--- src/rtl/zet_ng_wb_mem_arbiter_if.sv ---
// Bus bundle for zet_ng_wb_mem_arbiter: packed per-master Wishbone request/response
// signals, the single downstream memory port and the one-hot grant.
interface zet_ng_wb_mem_arbiter_if #(
    parameter int NUM_MASTERS = 2,
    parameter int AW          = 27
);
    logic [NUM_MASTERS-1:0]      m_cyc_i;
    logic [NUM_MASTERS-1:0]      m_stb_i;
    logic [NUM_MASTERS-1:0]      m_we_i;
    logic [NUM_MASTERS*AW-1:0]   m_adr_i;
    logic [NUM_MASTERS*32-1:0]   m_dat_i;
    logic [NUM_MASTERS*4-1:0]    m_sel_i;
    logic [NUM_MASTERS*3-1:0]    m_cti_i;
    logic [NUM_MASTERS*2-1:0]    m_bte_i;
    logic [NUM_MASTERS-1:0]      m_ack_o;
    logic [NUM_MASTERS-1:0]      m_err_o;
    logic [NUM_MASTERS-1:0]      m_rty_o;
    logic [31:0]                 m_dat_o;

    logic                        s_cyc_o;
    logic                        s_stb_o;
    logic                        s_we_o;
    logic [AW-1:0]               s_adr_o;
    logic [31:0]                 s_dat_o;
    logic [3:0]                  s_sel_o;
    logic [2:0]                  s_cti_o;
    logic [1:0]                  s_bte_o;
    logic                        s_ack_i;
    logic                        s_err_i;
    logic                        s_rty_i;
    logic [31:0]                 s_dat_i;

    logic [NUM_MASTERS-1:0]      grant_o;

    // Handshake: a transfer completes in any cycle where stb (with cyc) is high and
    // exactly one of ack/err/rty is returned; cyc brackets the whole bus ownership.

    // Arbiter side: slave to the masters, master towards memory.
    modport slave (
        input  m_cyc_i, m_stb_i, m_we_i, m_adr_i, m_dat_i, m_sel_i, m_cti_i, m_bte_i,
        output m_ack_o, m_err_o, m_rty_o, m_dat_o,
        output s_cyc_o, s_stb_o, s_we_o, s_adr_o, s_dat_o, s_sel_o, s_cti_o, s_bte_o,
        input  s_ack_i, s_err_i, s_rty_i, s_dat_i,
        output grant_o
    );

    // Environment side: the requesting masters plus the memory that answers.
    modport master (
        output m_cyc_i, m_stb_i, m_we_i, m_adr_i, m_dat_i, m_sel_i, m_cti_i, m_bte_i,
        input  m_ack_o, m_err_o, m_rty_o, m_dat_o,
        input  s_cyc_o, s_stb_o, s_we_o, s_adr_o, s_dat_o, s_sel_o, s_cti_o, s_bte_o,
        output s_ack_i, s_err_i, s_rty_i, s_dat_i,
        input  grant_o
    );
endinterface

--- src/rtl/zet_ng_wb_mem_arbiter.sv ---
// Round-robin Wishbone arbiter sharing one memory port between NUM_MASTERS masters,
// grant held for a whole cyc envelope. ZET_NG_WB_ARB_WATCHDOG_EN adds a stall watchdog.
module zet_ng_wb_mem_arbiter #(
    parameter int NUM_MASTERS = 2,
    parameter int AW          = 27,
    parameter int TIMEOUT     = 1023
) (
    input  logic                          clk,
    input  logic                          rst,
    zet_ng_wb_mem_arbiter_if.slave        bus,
    output logic [1:0]                    state_o
);
    localparam int PW = (NUM_MASTERS > 1) ? $clog2(NUM_MASTERS) : 1;

    localparam logic [1:0] IDLE  = 2'd0;
    localparam logic [1:0] BUSY  = 2'd1;
`ifdef ZET_NG_WB_ARB_WATCHDOG_EN
    localparam logic [1:0] DRAIN = 2'd2;
`endif

    if (NUM_MASTERS < 2 || NUM_MASTERS > 4 || TIMEOUT < 1 || TIMEOUT > 1023) begin : g_param_check
        $error("zet_ng_wb_mem_arbiter: NUM_MASTERS must be 2..4 and TIMEOUT 1..1023");
    end

    logic [1:0]             state_q, state_d;
    logic [NUM_MASTERS-1:0] grant_q, grant_d;
    logic [PW-1:0]          gidx_q, gidx_d;
    logic [PW-1:0]          ptr_q, ptr_d;

    logic                   g_cyc, g_stb, g_we;
    logic [AW-1:0]          g_adr;
    logic [31:0]            g_dat;
    logic [3:0]             g_sel;
    logic [2:0]             g_cti;
    logic [1:0]             g_bte;

    logic                   busy, term, timeout;
    logic                   pick_found;
    logic [PW-1:0]          pick_idx, cand, next_idx;

`ifdef ZET_NG_WB_ARB_WATCHDOG_EN
    logic [9:0]             wd_cnt_q, wd_cnt_d;
`endif

    // Selected master's request signals.
    always_comb begin
        g_cyc = 1'b0;
        g_stb = 1'b0;
        g_we  = 1'b0;
        g_adr = '0;
        g_dat = '0;
        g_sel = '0;
        g_cti = '0;
        g_bte = '0;
        for (int i = 0; i < NUM_MASTERS; i++) begin
            if (gidx_q == PW'(i)) begin
                g_cyc = bus.m_cyc_i[i];
                g_stb = bus.m_stb_i[i];
                g_we  = bus.m_we_i[i];
                g_adr = bus.m_adr_i[i*AW +: AW];
                g_dat = bus.m_dat_i[i*32 +: 32];
                g_sel = bus.m_sel_i[i*4 +: 4];
                g_cti = bus.m_cti_i[i*3 +: 3];
                g_bte = bus.m_bte_i[i*2 +: 2];
            end
        end
    end

    // First requester at or after the round-robin pointer, wrapping.
    always_comb begin
        pick_found = 1'b0;
        pick_idx   = '0;
        cand       = '0;
        for (int k = 0; k < NUM_MASTERS; k++) begin
            cand = PW'((int'(ptr_q) + k) % NUM_MASTERS);
            if (!pick_found && bus.m_cyc_i[cand]) begin
                pick_found = 1'b1;
                pick_idx   = cand;
            end
        end
    end

    assign next_idx = (gidx_q == PW'(NUM_MASTERS - 1)) ? '0 : gidx_q + 1'b1;
    assign busy     = (state_q == BUSY);
    assign term     = bus.s_ack_i | bus.s_err_i | bus.s_rty_i;

`ifdef ZET_NG_WB_ARB_WATCHDOG_EN
    // A termination in the timeout cycle wins, hence the ~term.
    assign timeout = busy & g_cyc & g_stb & ~term & (wd_cnt_q == 10'(TIMEOUT - 1));

    always_comb begin
        wd_cnt_d = wd_cnt_q;
        if (state_q == IDLE) begin
            wd_cnt_d = '0;
        end else if (busy) begin
            if (term) begin
                wd_cnt_d = '0;
            end else if (g_cyc && g_stb) begin
                wd_cnt_d = wd_cnt_q + 10'd1;
            end
        end
    end
`else
    assign timeout = 1'b0;
`endif

    always_comb begin
        state_d = state_q;
        grant_d = grant_q;
        gidx_d  = gidx_q;
        ptr_d   = ptr_q;
        case (state_q)
            IDLE: begin
                if (pick_found) begin
                    state_d = BUSY;
                    gidx_d  = pick_idx;
                    grant_d = '0;
                    grant_d[pick_idx] = 1'b1;
                end
            end
            BUSY: begin
                if (!g_cyc) begin
                    state_d = IDLE;
                    grant_d = '0;
                    ptr_d   = next_idx;
                end else if (timeout) begin
`ifdef ZET_NG_WB_ARB_WATCHDOG_EN
                    state_d = DRAIN;
`endif
                end
            end
`ifdef ZET_NG_WB_ARB_WATCHDOG_EN
            DRAIN: begin
                if (!g_cyc) begin
                    state_d = IDLE;
                    grant_d = '0;
                    ptr_d   = next_idx;
                end
            end
`endif
            default: begin
                state_d = IDLE;
                grant_d = '0;
            end
        endcase
    end

    always_ff @(posedge clk) begin
        if (rst) begin
            state_q <= IDLE;
            grant_q <= '0;
            gidx_q  <= '0;
            ptr_q   <= '0;
        end else begin
            state_q <= state_d;
            grant_q <= grant_d;
            gidx_q  <= gidx_d;
            ptr_q   <= ptr_d;
        end
    end

`ifdef ZET_NG_WB_ARB_WATCHDOG_EN
    always_ff @(posedge clk) begin
        if (rst) begin
            wd_cnt_q <= '0;
        end else begin
            wd_cnt_q <= wd_cnt_d;
        end
    end
`endif

    // Downstream port is quiet outside BUSY and in the timeout cycle.
    always_comb begin
        bus.s_cyc_o = busy & g_cyc & ~timeout;
        bus.s_stb_o = busy & g_cyc & g_stb & ~timeout;
        bus.s_we_o  = busy & g_we;
        bus.s_adr_o = busy ? g_adr : '0;
        bus.s_dat_o = busy ? g_dat : '0;
        bus.s_sel_o = busy ? g_sel : '0;
        bus.s_cti_o = busy ? g_cti : '0;
        bus.s_bte_o = busy ? g_bte : '0;
        bus.m_ack_o = busy ? (grant_q & {NUM_MASTERS{bus.s_ack_i}}) : '0;
        bus.m_err_o = busy ? (grant_q & {NUM_MASTERS{bus.s_err_i | timeout}}) : '0;
        bus.m_rty_o = busy ? (grant_q & {NUM_MASTERS{bus.s_rty_i}}) : '0;
        bus.m_dat_o = bus.s_dat_i;
        bus.grant_o = grant_q;
    end

    assign state_o = state_q;
endmodule

--- src/flat_wrapper.sv ---
// flat-port wrapper written by rule: the top's interface ports become plain ports
module zet_ng_wb_mem_arbiter_flat 
#(
    parameter int NUM_MASTERS = 2,
    parameter int AW          = 27,
    parameter int TIMEOUT     = 1023
)
  (clk, rst, state_o, bus_m_cyc_i, bus_m_stb_i, bus_m_we_i, bus_m_adr_i, bus_m_dat_i, bus_m_sel_i, bus_m_cti_i, bus_m_bte_i, bus_m_ack_o, bus_m_err_o, bus_m_rty_o, bus_m_dat_o, bus_s_cyc_o, bus_s_stb_o, bus_s_we_o, bus_s_adr_o, bus_s_dat_o, bus_s_sel_o, bus_s_cti_o, bus_s_bte_o, bus_s_ack_i, bus_s_err_i, bus_s_rty_i, bus_s_dat_i, bus_grant_o);
  zet_ng_wb_mem_arbiter_if #(.NUM_MASTERS(NUM_MASTERS), .AW(AW)) bus_i ();
  input  logic clk;
  input  logic rst;
  output logic [1:0] state_o;
  input wire logic [$bits(bus_i.m_cyc_i)-1:0] bus_m_cyc_i;
  input wire logic [$bits(bus_i.m_stb_i)-1:0] bus_m_stb_i;
  input wire logic [$bits(bus_i.m_we_i)-1:0] bus_m_we_i;
  input wire logic [$bits(bus_i.m_adr_i)-1:0] bus_m_adr_i;
  input wire logic [$bits(bus_i.m_dat_i)-1:0] bus_m_dat_i;
  input wire logic [$bits(bus_i.m_sel_i)-1:0] bus_m_sel_i;
  input wire logic [$bits(bus_i.m_cti_i)-1:0] bus_m_cti_i;
  input wire logic [$bits(bus_i.m_bte_i)-1:0] bus_m_bte_i;
  output wire logic [$bits(bus_i.m_ack_o)-1:0] bus_m_ack_o;
  output wire logic [$bits(bus_i.m_err_o)-1:0] bus_m_err_o;
  output wire logic [$bits(bus_i.m_rty_o)-1:0] bus_m_rty_o;
  output wire logic [$bits(bus_i.m_dat_o)-1:0] bus_m_dat_o;
  output wire logic [$bits(bus_i.s_cyc_o)-1:0] bus_s_cyc_o;
  output wire logic [$bits(bus_i.s_stb_o)-1:0] bus_s_stb_o;
  output wire logic [$bits(bus_i.s_we_o)-1:0] bus_s_we_o;
  output wire logic [$bits(bus_i.s_adr_o)-1:0] bus_s_adr_o;
  output wire logic [$bits(bus_i.s_dat_o)-1:0] bus_s_dat_o;
  output wire logic [$bits(bus_i.s_sel_o)-1:0] bus_s_sel_o;
  output wire logic [$bits(bus_i.s_cti_o)-1:0] bus_s_cti_o;
  output wire logic [$bits(bus_i.s_bte_o)-1:0] bus_s_bte_o;
  input wire logic [$bits(bus_i.s_ack_i)-1:0] bus_s_ack_i;
  input wire logic [$bits(bus_i.s_err_i)-1:0] bus_s_err_i;
  input wire logic [$bits(bus_i.s_rty_i)-1:0] bus_s_rty_i;
  input wire logic [$bits(bus_i.s_dat_i)-1:0] bus_s_dat_i;
  output wire logic [$bits(bus_i.grant_o)-1:0] bus_grant_o;
  assign bus_i.m_cyc_i = bus_m_cyc_i;
  assign bus_i.m_stb_i = bus_m_stb_i;
  assign bus_i.m_we_i = bus_m_we_i;
  assign bus_i.m_adr_i = bus_m_adr_i;
  assign bus_i.m_dat_i = bus_m_dat_i;
  assign bus_i.m_sel_i = bus_m_sel_i;
  assign bus_i.m_cti_i = bus_m_cti_i;
  assign bus_i.m_bte_i = bus_m_bte_i;
  assign bus_m_ack_o = bus_i.m_ack_o;
  assign bus_m_err_o = bus_i.m_err_o;
  assign bus_m_rty_o = bus_i.m_rty_o;
  assign bus_m_dat_o = bus_i.m_dat_o;
  assign bus_s_cyc_o = bus_i.s_cyc_o;
  assign bus_s_stb_o = bus_i.s_stb_o;
  assign bus_s_we_o = bus_i.s_we_o;
  assign bus_s_adr_o = bus_i.s_adr_o;
  assign bus_s_dat_o = bus_i.s_dat_o;
  assign bus_s_sel_o = bus_i.s_sel_o;
  assign bus_s_cti_o = bus_i.s_cti_o;
  assign bus_s_bte_o = bus_i.s_bte_o;
  assign bus_i.s_ack_i = bus_s_ack_i;
  assign bus_i.s_err_i = bus_s_err_i;
  assign bus_i.s_rty_i = bus_s_rty_i;
  assign bus_i.s_dat_i = bus_s_dat_i;
  assign bus_grant_o = bus_i.grant_o;
  zet_ng_wb_mem_arbiter #(.NUM_MASTERS(NUM_MASTERS), .AW(AW), .TIMEOUT(TIMEOUT)) u_core (.clk(clk), .rst(rst), .bus(bus_i), .state_o(state_o));
endmodule
--- config.mk ---
export PLATFORM = sky130hd
export DESIGN_NAME = zet_ng_wb_mem_arbiter_flat
export DESIGN_NICKNAME = d
export VERILOG_FILES = /design/src/rtl/zet_ng_wb_mem_arbiter_if.sv /design/src/rtl/zet_ng_wb_mem_arbiter.sv /design/src/flat_wrapper.sv
export SDC_FILE = /design/constraint.sdc
export NUM_CORES = 1
export LEC_CHECK = 0
export ABC_AREA = 1
export BUFFER_PORTS_ARGS = -buffer_cell sky130_fd_sc_hd__buf_4
export CAP_MARGIN = 20
export CORE_AREA = 2 2 112 114
export DETAILED_ROUTE_END_ITERATION = 6
export DIE_AREA = 0 0 114 116
export PLACE_DENSITY = 0.43
export SLEW_MARGIN = 20
export SYNTH_ARGS = -nofsm -noshare
export SYNTH_HDL_FRONTEND = slang
export SYNTH_SLANG_ARGS = --single-unit
--- constraint.sdc ---
create_clock -name clk -period 1.3 [get_ports clk]
set_input_delay 0.325 -clock clk [delete_from_list [all_inputs] [get_ports clk]]
set_output_delay 0.325 -clock clk [all_outputs]
set_load 0.005 [all_outputs]
Word-level counts from Yosys, hierarchy flattened
Index checks and enable logic that the tools add are counted.
{"block": "totals", "inputBits": 179, "out_inout_bits": 113, "reg_bits": 6, "wordCells": 59}
{"block": "op_classes", "addsub": 2, "n_lt_le_gt_ge": 4, "reduce_logical": 7, "mux": 32, "bitwise": 7, "n_eq_ne": 3}
{"op": "32-bit two-way mux", "count": 2}
{"op": "27-bit two-way mux", "count": 2}
{"op": "2-bit two-way mux", "count": 8}
{"op": "1-bit two-way mux", "count": 13}
{"op": "4-bit two-way mux", "count": 2}
{"op": "2-bit one-hot mux with 2 select lines", "count": 2}
{"op": "2-bit AND", "count": 3}
{"op": "1-bit by 2-bit < comparator with 1-bit output (second input constant)", "count": 3}
{"op": "3-bit two-way mux", "count": 2}
{"op": "2-bit AND reduction", "count": 3}
{"op": "1-bit AND", "count": 3}
{"op": "1-bit adder (second input constant)", "count": 2}
{"op": "2-bit by 1-bit equality test with 1-bit output (second input constant)", "count": 1}
{"op": "1-bit logical AND", "count": 2}
{"op": "2-bit zero test", "count": 1}
{"op": "2-bit by 1-bit != test with 1-bit output (second input constant)", "count": 1}
{"op": "2-bit != test (second input constant)", "count": 1}
{"op": "1-bit demux with 1-bit select", "count": 1}
{"op": "1-bit greater-or-equal comparator (second input constant)", "count": 1}
{"op": "1-bit zero test", "count": 1}
{"op": "1-bit inverter", "count": 1}

Depth between registers and ports, before layout
{"block": "logic_depth", "ltp_word": 12, "ltp_mapped": 7, "ltp_nobuf": 6}

Least setup slack after synthesis
No wires, ideal clock.
{"block": "synth_timing", "path_type": "register -> output", "start": "register u_core.state_q[0] (netlist: u_core.state_o[0])", "end": "output bus_s_dat_o[19]", "required_time_ns": 0.975, "slack_ns": 0.115, "arrival_ns": 0.860, "stages_incl_launch_ff": 5, "n_path_buf": 2, "path_cell_list": "dfxtp_1 > buf_6 > buf_6 > o21ai_0 > nor2_1"}
{"block": "synth_via", "elab_chain_len": 2}
{"item": "from (decl)", "line": "zet_ng_wb_mem_arbiter.sv:25", "text": "logic [1:0] state_q, state_d;"}
{"item": "from (signal assigned)", "line": "zet_ng_wb_mem_arbiter.sv:155", "text": "state_q <= state_d;"}
{"item": "2-bit by 1-bit equality test with 1-bit output", "line": "zet_ng_wb_mem_arbiter.sv:84", "text": "assign busy = (state_q == BUSY);"}
{"item": "32-bit two-way mux", "line": "zet_ng_wb_mem_arbiter.sv:178", "text": "bus.s_dat_o = busy ? g_dat : '0;"}
{"item": "to (decl)", "line": "flat_wrapper.sv:29", "text": "output wire logic [$bits(bus_i.s_dat_o)-1:0] bus_s_dat_o;"}
Every way passes these cells.

Final worst setup path
{"block": "layout_timing", "start": "register u_core.gidx_q", "end": "output bus_s_adr_o[15]"}
{"block": "layout_via", "elab_chain_len": 2}
{"item": "from (decl)", "line": "zet_ng_wb_mem_arbiter.sv:27", "text": "logic [PW-1:0] gidx_q, gidx_d;"}
{"item": "from (signal assigned)", "line": "zet_ng_wb_mem_arbiter.sv:157", "text": "gidx_q <= gidx_d;"}
{"item": "27-bit two-way mux", "line": "zet_ng_wb_mem_arbiter.sv:56", "text": "if (gidx_q == PW'(i)) begin"}
{"item": "27-bit two-way mux", "line": "zet_ng_wb_mem_arbiter.sv:177", "text": "bus.s_adr_o = busy ? g_adr : '0;"}
{"item": "to (decl)", "line": "flat_wrapper.sv:28", "text": "output wire logic [$bits(bus_i.s_adr_o)-1:0] bus_s_adr_o;"}
Every way passes these cells.

==> run_results.csv <==
group,metric,value,unit
yosys,synth_fp_nets,492,
grt,grt_pass1_wl,12010,um
outcome,violations,"negative setup slack",
detailed_routing,antenna_left,0,
yosys,synth_area_per_cell,5.005,um2
die,row_count,40,
power,ir_worst_vdd,454.8,uV
sta,rsz0062_at_grt,"true",
setup_path,crit_type,"register to output port",
power,p_leak,1.945,nW
setup_path,r2r-start,"u_core.state_o[0]",
final_layout,area_delta_synth_final,127.1,%
final_layout,utilization,0.2986,
power,internal_power,1.267,mW
grt,track_usage,0.1118,
yosys,yosys-top-cells-area,"nor2_1 (35%), o21ai_0 (19%), buf_4 (17%)",
sta,finalHoldViolCount,0,
hold_path,hold_path_startpoint,"rst",
final_layout,nets,686,
detailed_routing,drt-total-wl,8659,um
sta,hold-worst-slack,0.2905,ns
sta,finClkSkew,0.0009897,ns
sta,period_share,1.195,
power,combPwrFrac,0.620,
detailed_routing,wl_per_cell,13.26,um
clock_network,cts_inserted_buffers,3,
detailed_routing,vias_per_cell,3.933,
final_layout,n_antenna_cell,0,
die,start_util,0.1315,
placed_design,gp_congestion,0.8221,
power,p_sw,0.5828,mW
detailed_routing,drc,0,
yosys,synth_cells,313,
placed_design,dp.final_hpwl,6557,um
placed_design,dpl-instance-area,3223,um2
grt,grt_pass1_vias,2424,
yosys,yosysSeqAreaShare,0.06390,
die,io_pins,292,
setup_path,cp_max_fo,22,
yosys,yosysWarnings,0,
yosys,synth_top_cell_area_share,0.3522,
clock_network,htreeDepth,1,
sta,setup_viol,77,
detailed_routing,drtPass1Iterations,4,
placed_design,dpl.cell_count,641,
setup_path,cp.required,0.98,ns
outcome,outcome,"finished, violations left",
grt,overflow,0,
detailed_routing,dr.first_iter.drc_count,84,
clock_network,cts_tree,"done",
setup_path,cp-startpoint,"u_core.gidx_q",
detailed_routing,num_vias,2568,
setup_path,worstSetupEndpointType,"output port",
final_layout,stdcell_count,653,
placed_design,io_buffer_count,226,
sta,post-route-min-period,1.553,ns
grt,grt_max_degree,35,
die,fp.dieH,116,um
final_layout,final_area,3557,um2
setup_path,start_kind,"register",
die,core,11910,um2
sta,fmax,643.8,MHz
die,die_area,13220,um2
die,die_x,114,um
yosys,mappedNetlistArea,1567,um2
clock_network,ctsLongestPathBuffers,2,
sta,final-max-slew-violation-count,0,
sta,setup_slack,-0.2533,ns
yosys,synth-seq-cells,5,
setup_path,arrival,1.23,ns
grt,grt_antenna_before_repair,0,
power,power.share.clock,0.276,
final_layout,final_layout_size_suffix_gt1_frac,0.5455,
yosys,synthDistinctLibCells,19,
clock_network,clockRootBuffer,"clkbuf_16",
power,swShare,0.3150,
clock_network,cts_num_sinks,5,
sta,tns,-16.09,ns
clock_network,clkTransAtPathRegs,0.03,ns
power,cellPowerDensity,520.1,nW/um2
hold_path,hold_class,"primary input to register",
yosys,synth_top_area_cell,"nor2_1",
power,seqPwrFrac,0.105,
run,maxCapViolCount,0,
clock_network,worstSkewPairLatency,0.23,ns
power by group through the flow:
stage | registers [mW] | logic (mW) | clock network [mW]
detailed placement | 0.184 | 1.04 | 0
finish | 0.193 | 1.15 | 0.510
floorplan | 0.176 | 0.436 | 0
global route | 0.196 | 1.26 | 0.533
global placement | 0.184 | 1.04 | 0
CTS | 0.187 | 1.09 | 0.518
cell usage after synthesis (all sizes together):
cell type	instances
conb	1
buf	49
o21ai	71
clkbuf	8
inv	9
a21oi	5
dfxtp	5
or2	1
nand3	2
nor2	147
nand2	15
area by class of cell:
cell class                 count  area, um2
fill                        1298       8354
inverter                       9      38.79
timing repair buffer         246       2046
sequential                     5      107.6
multi-input combinational    242       1102
tap                          147      183.9
clock buffer                   4      78.83
sequential cells by signal, summed over array words and instances (netlist names):
register	cells
u_core.bus.grant_o	2
u_core.gidx_q	1
u_core.ptr_q	1
u_core.state_o	1
cell usage in the layout (no fill, tap or decap), types with 2 or more instances in the layout:
cell,n
buf_6,7
nor2_1,136
nand2_4,2
nand2_1,11
a21oi_1,2
o21ai_2,4
dfxtp_4,2
o21ai_1,31
clkbuf_16,6
inv_1,8
o21ai_0,36
nor2_2,10
a21oi_2,3
nand2_2,2
buf_4,227
buf_12,8
dfxtp_1,3
logic make-up after synthesis:
group,count (synthesis),synth area share
buffers and inverters,66,0.2812
other,1,0.002394
AND/OR/NAND/NOR,165,0.4050
flip-flops,5,0.06390
AO/OA/AOI/OAI,76,0.2476
what timing repair did:
action                     CTS  global route
setup buffers                3             1
hold buffers                 0             0
gates cloned                 1             3
resized for setup           21            38
setup endpoints to repair   78            77
pin swaps                    6             2
worst max-delay path, stage by stage (launching register included):
cell,delay [ns]
dfxtp_4,0.39
inv_6,0.13
buf_12,0.18
nor2_1,0.05
nor2_1,0.11
buf_4,0.13
per-stage QoR:
| stage | setup WS, ns | power [mW] |
|---|---|---|
| 5_1_grt | -0.3233 | 1.990 |
| 2_1_floorplan | 0.1148 | 0.6121 |
| 3_5_place_dp | -0.08255 | 1.224 |
| 3_3_place_gp | -0.05493 | 1.224 |
| 6_report | -0.2533 | 1.850 |
| 4_1_cts | -0.2510 | 1.796 |
metal layers:
| metal | GRT usage | routed length (um) | vias to the layer above |
|---|---|---|---|
| met5 | 0 | 0 | - |
| met4 | 0.01870 | 105 | 0 |
| met3 | 0.02092 | 506 | 14 |
| met2 | 0.2004 | 4566 | 115 |
| met1 | 0.1416 | 3480 | 1102 |
| li1 | - | - | 1337 |
path summary, 6_finish.rpt:
kind	endpoint	slack, ns	cells past startpoint
min	u_core.gidx_q	0.29	2
min reg2reg	u_core.ptr_q	0.46	2
max	bus_s_adr_o[15]	-0.25	5
max reg2reg	u_core.bus.grant_o[1]	0.13	4
Power figures use the tool's default switching activity.
